===== config.mk =====
export PLATFORM = sky130hd
export DESIGN_NAME = alu_input_sequencer
export DESIGN_NICKNAME = d
export VERILOG_FILES = /design/src/rtl/alu_input_sequencer.sv
export SDC_FILE = /design/constraint.sdc
export NUM_CORES = 1
export LEC_CHECK = 0
export BUFFER_PORTS_ARGS = -buffer_cell sky130_fd_sc_hd__buf_2
export CORE_ASPECT_RATIO = 0.9
export CORE_MARGIN = 1
export CORE_UTILIZATION = 35
export CTS_CLUSTER_SIZE = 8
export DETAILED_ROUTE_END_ITERATION = 10
export GPL_TIMING_DRIVEN = 0
export SYNTH_ARGS = -nofsm -noshare
export SYNTH_HDL_FRONTEND = slang
export SYNTH_SLANG_ARGS = --single-unit

===== constraint.sdc =====
create_clock -name clk -period 1.5 [get_ports clk]
set_input_delay 0.15 -clock clk [delete_from_list [all_inputs] [get_ports clk]]
set_output_delay 0.15 -clock clk [all_outputs]
set_load 0.03 [all_outputs]

===== src/rtl/alu_input_sequencer.sv =====
// Operator front end for an ALU: debounced-by-synchronizer enter/undo buttons
// step through operand A, operand B and opcode entry, then capture the result.
module alu_input_sequencer #(
    parameter int N = 8
) (
    input  logic         clk,
    input  logic         reset,
    input  logic [N-1:0] data_in,
    input  logic         enter,
    input  logic         undo,
    input  logic [N-1:0] alu_result,
    input  logic [3:0]   alu_status,
    output logic [N-1:0] A,
    output logic [N-1:0] B,
    output logic [1:0]   opcode,
    output logic [N-1:0] result_q,
    output logic [3:0]   status_q,
    output logic         valid,
    output logic [2:0]   state_id,
    output logic [N-1:0] display
);

    typedef enum logic [2:0] {
        WAIT_A  = 3'd0,
        WAIT_B  = 3'd1,
        WAIT_OP = 3'd2,
        CAPTURE = 3'd3,
        SHOW    = 3'd4
    } state_t;

    logic [1:0] btn;
    logic [1:0] pulse;
    logic       enter_p;
    logic       undo_p;

    assign btn     = {undo, enter};
    assign enter_p = pulse[0];
    assign undo_p  = pulse[1];

    // Two synchronizer stages plus an edge-detect stage per button.
    genvar gi;
    generate
        for (gi = 0; gi < 2; gi++) begin : g_sync
            logic [2:0] sync_q;
            always_ff @(posedge clk or posedge reset) begin
                if (reset) begin
                    sync_q <= 3'b000;
                end else begin
                    sync_q <= {sync_q[1:0], btn[gi]};
                end
            end
            assign pulse[gi] = sync_q[1] & ~sync_q[2];
        end
    endgenerate

    state_t       state_q;
    logic [N-1:0] a_q;
    logic [N-1:0] b_q;
    logic [1:0]   op_q;
    logic [N-1:0] res_q;
    logic [3:0]   stat_q;
    logic         valid_q;

    always_ff @(posedge clk or posedge reset) begin
        if (reset) begin
            state_q <= WAIT_A;
            a_q     <= '0;
            b_q     <= '0;
            op_q    <= 2'b00;
            res_q   <= '0;
            stat_q  <= 4'b0000;
            valid_q <= 1'b0;
        end else begin
            // Undo always wins over a coincident enter.
            case (state_q)
                WAIT_A: begin
                    if (!undo_p && enter_p) begin
                        a_q     <= data_in;
                        valid_q <= 1'b0;
                        state_q <= WAIT_B;
                    end
                end
                WAIT_B: begin
                    if (undo_p) begin
                        state_q <= WAIT_A;
                    end else if (enter_p) begin
                        b_q     <= data_in;
                        valid_q <= 1'b0;
                        state_q <= WAIT_OP;
                    end
                end
                WAIT_OP: begin
                    if (undo_p) begin
                        state_q <= WAIT_B;
                    end else if (enter_p) begin
                        op_q    <= data_in[1:0];
                        valid_q <= 1'b0;
                        state_q <= CAPTURE;
                    end
                end
                CAPTURE: begin
                    // Button pulses seen here are dropped on purpose.
                    res_q   <= alu_result;
                    stat_q  <= alu_status;
                    valid_q <= 1'b1;
                    state_q <= SHOW;
                end
                SHOW: begin
                    if (undo_p) begin
                        valid_q <= 1'b0;
                        state_q <= WAIT_OP;
                    end else if (enter_p) begin
                        valid_q <= 1'b0;
                        state_q <= WAIT_A;
                    end
                end
                default: begin
                    valid_q <= 1'b0;
                    state_q <= WAIT_A;
                end
            endcase
        end
    end

    always_comb begin
        display = res_q;
        case (state_q)
            WAIT_A, WAIT_B: display = data_in;
            WAIT_OP:        display = {{(N-2){1'b0}}, data_in[1:0]};
            default:        display = res_q;
        endcase
    end

    assign A        = a_q;
    assign B        = b_q;
    assign opcode   = op_q;
    assign result_q = res_q;
    assign status_q = stat_q;
    assign valid    = valid_q;
    assign state_id = state_q;

endmodule


; ---- Word level (Yosys, flattened, before mapping)
; Index checks and enable logic that the tools add are counted.
[word_totals]
ff_bits = 40
wordCells = 47
output_inout_bits = 42
[op_classes]
bitwise_logic = 5
mux = 14
reduce_logical = 10
n_eq_ne = 9
[op_table]
columns = operator, n
row1 = $mux 3, 7
row2 = $pmux 8 s2, 1
row3 = $pmux 3 s5, 1
row4 = $ne 3x3->1 const B, 3
row5 = $eq 3x2->1 const B, 2
row6 = $reduce_and 3->1, 2
row7 = $mux 1, 4
row8 = $ne 2x2->1 const B, 2
row9 = $pmux 1 s4, 1
row10 = $reduce_and 2->1, 2
row11 = $reduce_and 4->1, 1
row12 = $reduce_or 2->1, 2
row13 = $eq 3x1->1 const B, 1
row14 = $eq 3x3->1 const B, 1
row15 = $logic_not 3->1, 1
row16 = $not 1->1, 3
row17 = $and 1x1->1, 2
row18 = $logic_and 1x1->1, 1
row19 = $logic_not 1->1, 1

; ---- Logic depth before layout (Yosys ltp)
[depth]
ltp_word = 6
ltp_mapped = 4
depth_no_buf = 3

; ---- Least setup slack after synthesis
; OpenSTA, ideal clock, no wires.
[synth_path]
path_kind = register -> register
from = register state_q[1] (netlist: state_id[1])
to = register res_q[0] (netlist: result_q[0])
setup_ns = 0.125
arrival_time_ns = 1.436
t_required_ns = 1.375
synth_period_minus_slack_ns = 1.561
slack_ns = -0.061
path_buffers = 1
path_stages_with_launch = 5
path_cell_list = dfrtp_1 nor2b_4 nand2_4 buf_6 mux2_4
[synth_between]
elab_chain_len = 1
[synth_rtl]
columns = element, line
row1 = "start, declared", 56  ; state_t state_q;
row2 = "start signal, assigned", 66  ; state_q <= WAIT_A;
row3 = "start signal, assigned", 80  ; state_q <= WAIT_B;
row4 = "start signal, assigned", 85  ; state_q <= WAIT_A;
row5 = $eq 3x2->1, 75  ; case (state_q)
row6 = "end signal, assigned", 103  ; res_q <= alu_result;
row7 = "end, declared", 60  ; logic [N-1:0] res_q;
; No other way between the ends.
; A chain may end at the register's enable or synchronous reset.

; ---- Worst setup path in the final report
[layout_path]
from = register state_q[2] (netlist: state_id[2])
to = output port display[1]
[layout_between]
elab_chain_len = 3
elab_cells_between_ends = 5
classes_between = eq/ne: 2 / mux: 1 / reduce/logical: 2
[layout_rtl]
columns = element, line
row1 = $eq 3x1->1 / $logic_not 3->1 (equally long branches), 127  ; case (state_q)
row2 = $reduce_or 2->1, 127
row3 = $pmux 8 s2 *, 127
row4 = "end, declared", 20  ; output logic [N-1:0] display
; Every way passes the cells marked *; elsewhere a longest branch is shown, timed or not.

==> results.tsv <==
metric	value	unit
run status	finished with violations	
Initial DRC Count	35	
share of post-route cells with drive strength above 1	0.663	
post-placement worst setup slack	-108	ps
Syn Inst Count	106	
via-per-instance ratio	4.86	
H-tree depth reported by CTS	2	
Overall Power	5660	uW
worst-case headroom to the max-slew limit	0.448	
cell area after synthesis	1680	um^2
met2 track demand over resource	0.274	
required arrival time at the worst endpoint	1350	ps
power share of the clock group	0.127	
number of distinct library cells after synthesis	27	
capturing element type of the critical path	output pin	
Post-Syn Nets	130	
Setup violations, final	16	
GR met1 Demand/Resource	0.198	
switching power as a share of total power	0.440	
number of endpoints with negative hold slack in the final report	0	
number of global-route vias before repair	1222	
global-route wire length before repair	5870	um
wire length reported by the detailed router	3810	um
setup clock skew after layout	4.15	ps
combinational group share of total power	0.552	
routed via count	1210	
type of origin of the critical path	flip-flop	
violations in the final reports	setup timing	
count of cells along the worst register-to-register path	4	
count of fill cells added during filler insertion	425	
max-cap violation count	0	
register bit total from synthesis	40	
share of the yosys chip area belonging to registers	0.595	
worst vdd ir	1020	uV
final number of max-transition violations	0	
cell at the root of the clock tree	sky130_fd_sc_hd__clkbuf_8	
unrepaired setup endpoints after global routing	yes	
initial antenna violation count	0	
TritonCTS clock tree	yes	
Synth-to-Final Area Change	37.7	%
critical path arrival	1450	ps
Pwr Density	2440	nW/um^2
capture point of the worst path	display[1]	
Hold Path Class	in -> async	
Port Buffer Count	65	
ordered list of cells on the worst path	a21o_1, buf_6, mux2_2, buf_6	
share of total power in sequential cells	0.321	
remaining antenna violation count after routing	0	
internal portion of total power	3170	uW
global route hottest layer	met2	
boundary pin count	66	
Row Count	23	
cell with the most instances on the worst path	sky130_fd_sc_hd__buf_6	
overall fraction of global-route tracks in use	0.164	
later-pin clock latency in the skew report	290	ps
buffer depth of the longest clock path	2	
DRC errors left	0	
FF-to-FF Start	state_id[2]	
floorplan core area	4550	um^2
area enclosed by the die boundary	5090	um^2
end of the worst register-to-register path	B[3]	
most common cell after layout, fill and taps aside	sky130_fd_sc_hd__buf_2	
Clk pin slew, worst setup/hold paths	70	ps
antenna diode count	0	
total CTS buffers	5	
Synthesis Warnings	0	
mean instance size in the synthesized netlist	15.9	um^2
leakage power summed over all cells	0.00115	uW
post-DR wirelength/cell	15.3	um
net load switching power	2490	uW
NumNets Final	210	
launching instance or port of the critical path	state_id[2]	
largest net degree at the start of global routing	41	
initial core utilization	0.370	
slowest cell on the critical path	sky130_fd_sc_hd__dfrtp_2	
achievable clock frequency	623	MHz
GPL Wtd Cong	0.748	
total number of clock tree sinks	40	
startpoint-to-endpoint class of the critical path	reg -> out	
final worst-path cycle share	1.07	
commonest cells after routing, fill and taps aside	sky130_fd_sc_hd__buf_2 (58), sky130_fd_sc_hd__dfrtp_1 (37), sky130_fd_sc_hd__mux2_2 (23)	
longest individual stage delay on the worst path	430	ps
FF-to-FF setup slack	-50	ps
Die Y	67.8	um
met3 track demand over resource	0.0597	
Detailed Place HPWL	2590	um
post-layout min period	1600	ps
remaining global-route overflow	0	
floorplan die width	75.1	um
transition time at the pin with the least slew margin	827	ps
peak fanout along the critical path	8	
Detailed Routing Iterations Pass 1	4	
final critical-path setup slack	-104	ps
[cells by family after synthesis]
logic type / count (synthesis) / synth area share
buffers and inverters: 5 / 0.0171
AND/OR/NAND/NOR: 17 / 0.0967
multiplexers: 33 / 0.240
AO/OA/AOI/OAI: 11 / 0.0513
flip-flops: 40 / 0.595
[flip-flops by register name, summed over array words and instances (netlist names)]
name / cells
A: 8
B: 8
g_sync.sync_q: 6
opcode: 2
result_q: 8
state_id: 3
status_q: 4
valid: 1
[how the worst min path moves through the flow]
stage	cells after the start	from	slack (ps)	end
after floorplan	0	enter	180	g_sync[0].sync_q[0]
after detailed placement	1	enter	260	g_sync[0].sync_q[0]
after global routing	2	alu_status[0]	80	status_q[0]
after CTS	2	reset	50	status_q[1]
final	2	reset	30	g_sync[0].sync_q[0]
after global placement	1	undo	260	g_sync[1].sync_q[0]
[through the flow]
stage	std cells	cell area, um^2	utilization	hold WS (ps)	TNS (ps)
floorplan	106	1690	-	181	0
detailed placement	233	2090	0.460	262	-799
global placement	233	2090	0.460	258	-1810
global route	249	2320	0.510	77.2	-1910
finish	249	2320	0.510	25.1	-708
CTS	247	2290	0.504	51.5	-746
[layer usage]
| layer | vias up | part of all wire |
|---|---|---|
| li1 | 550 | - |
| met1 | 604 | 0.41 |
| met2 | 51 | 0.51 |
| met3 | 5 | 0.071 |
| met4 | 0 | 0.011 |
| met5 | - | 0 |
[synthesized netlist by cell type (all sizes together)]
master   n  area share
a211o    1      0.0052
a21o     1      0.0045
a21oi    1      0.0030
a22o     6       0.031
and2b    1      0.0045
and4bb   1      0.0074
buf      3       0.013
dfrtp   40        0.59
inv      2      0.0045
mux2    32        0.23
mux2i    1      0.0059
nand2    2      0.0089
nand2b   2      0.0074
nand3    3       0.016
nand4    2      0.0074
nand4b   2       0.019
nor2     2      0.0059
nor2b    1      0.0082
nor3b    1       0.011
o21ai    1      0.0030
o31ai    1      0.0045
[cell type report]
type                            count  area (um^2)  share of cell area
Tap cell                           62         77.6              0.0335
Buffer                              3         27.5              0.0119
Inverter                            2         7.51             0.00324
Multi-Input combinational cell     62          677               0.292
Clock buffer                        8         90.1              0.0389
Sequential cell                    40         1000               0.434
Timing Repair Buffer               72          433               0.187
[power groups by stage]
stage | clock network [uW] | logic (uW) | registers [uW]
after floorplan | 0 | 1100 | 2790
after global placement | 0 | 2760 | 1860
after detailed placement | 0 | 2800 | 1900
after CTS | 746 | 3100 | 1820
after global routing | 798 | 3310 | 1880
final | 721 | 3120 | 1820
[worst max-delay path: cells and delay by family, from the launching register on]
family                 cells  cell delay (ps)
flip-flops                 1              430
AO/OA/AOI/OAI              1              170
buffers and inverters      2              280
multiplexers               1              280
[repair_timing]
| item | 4_1_cts | 5_1_grt |
|---|---|---|
| pin swaps | 7 | 7 |
| buffers inserted | 4 | 1 |
| gates resized for setup | 19 | 2 |
| hold endpoints to repair | 2 | 0 |
| setup endpoints to repair | 16 | 24 |
| gates cloned | 0 | 1 |
| hold buffers | 2 | 0 |
No activity file was read; power rests on OpenSTA's default activity.
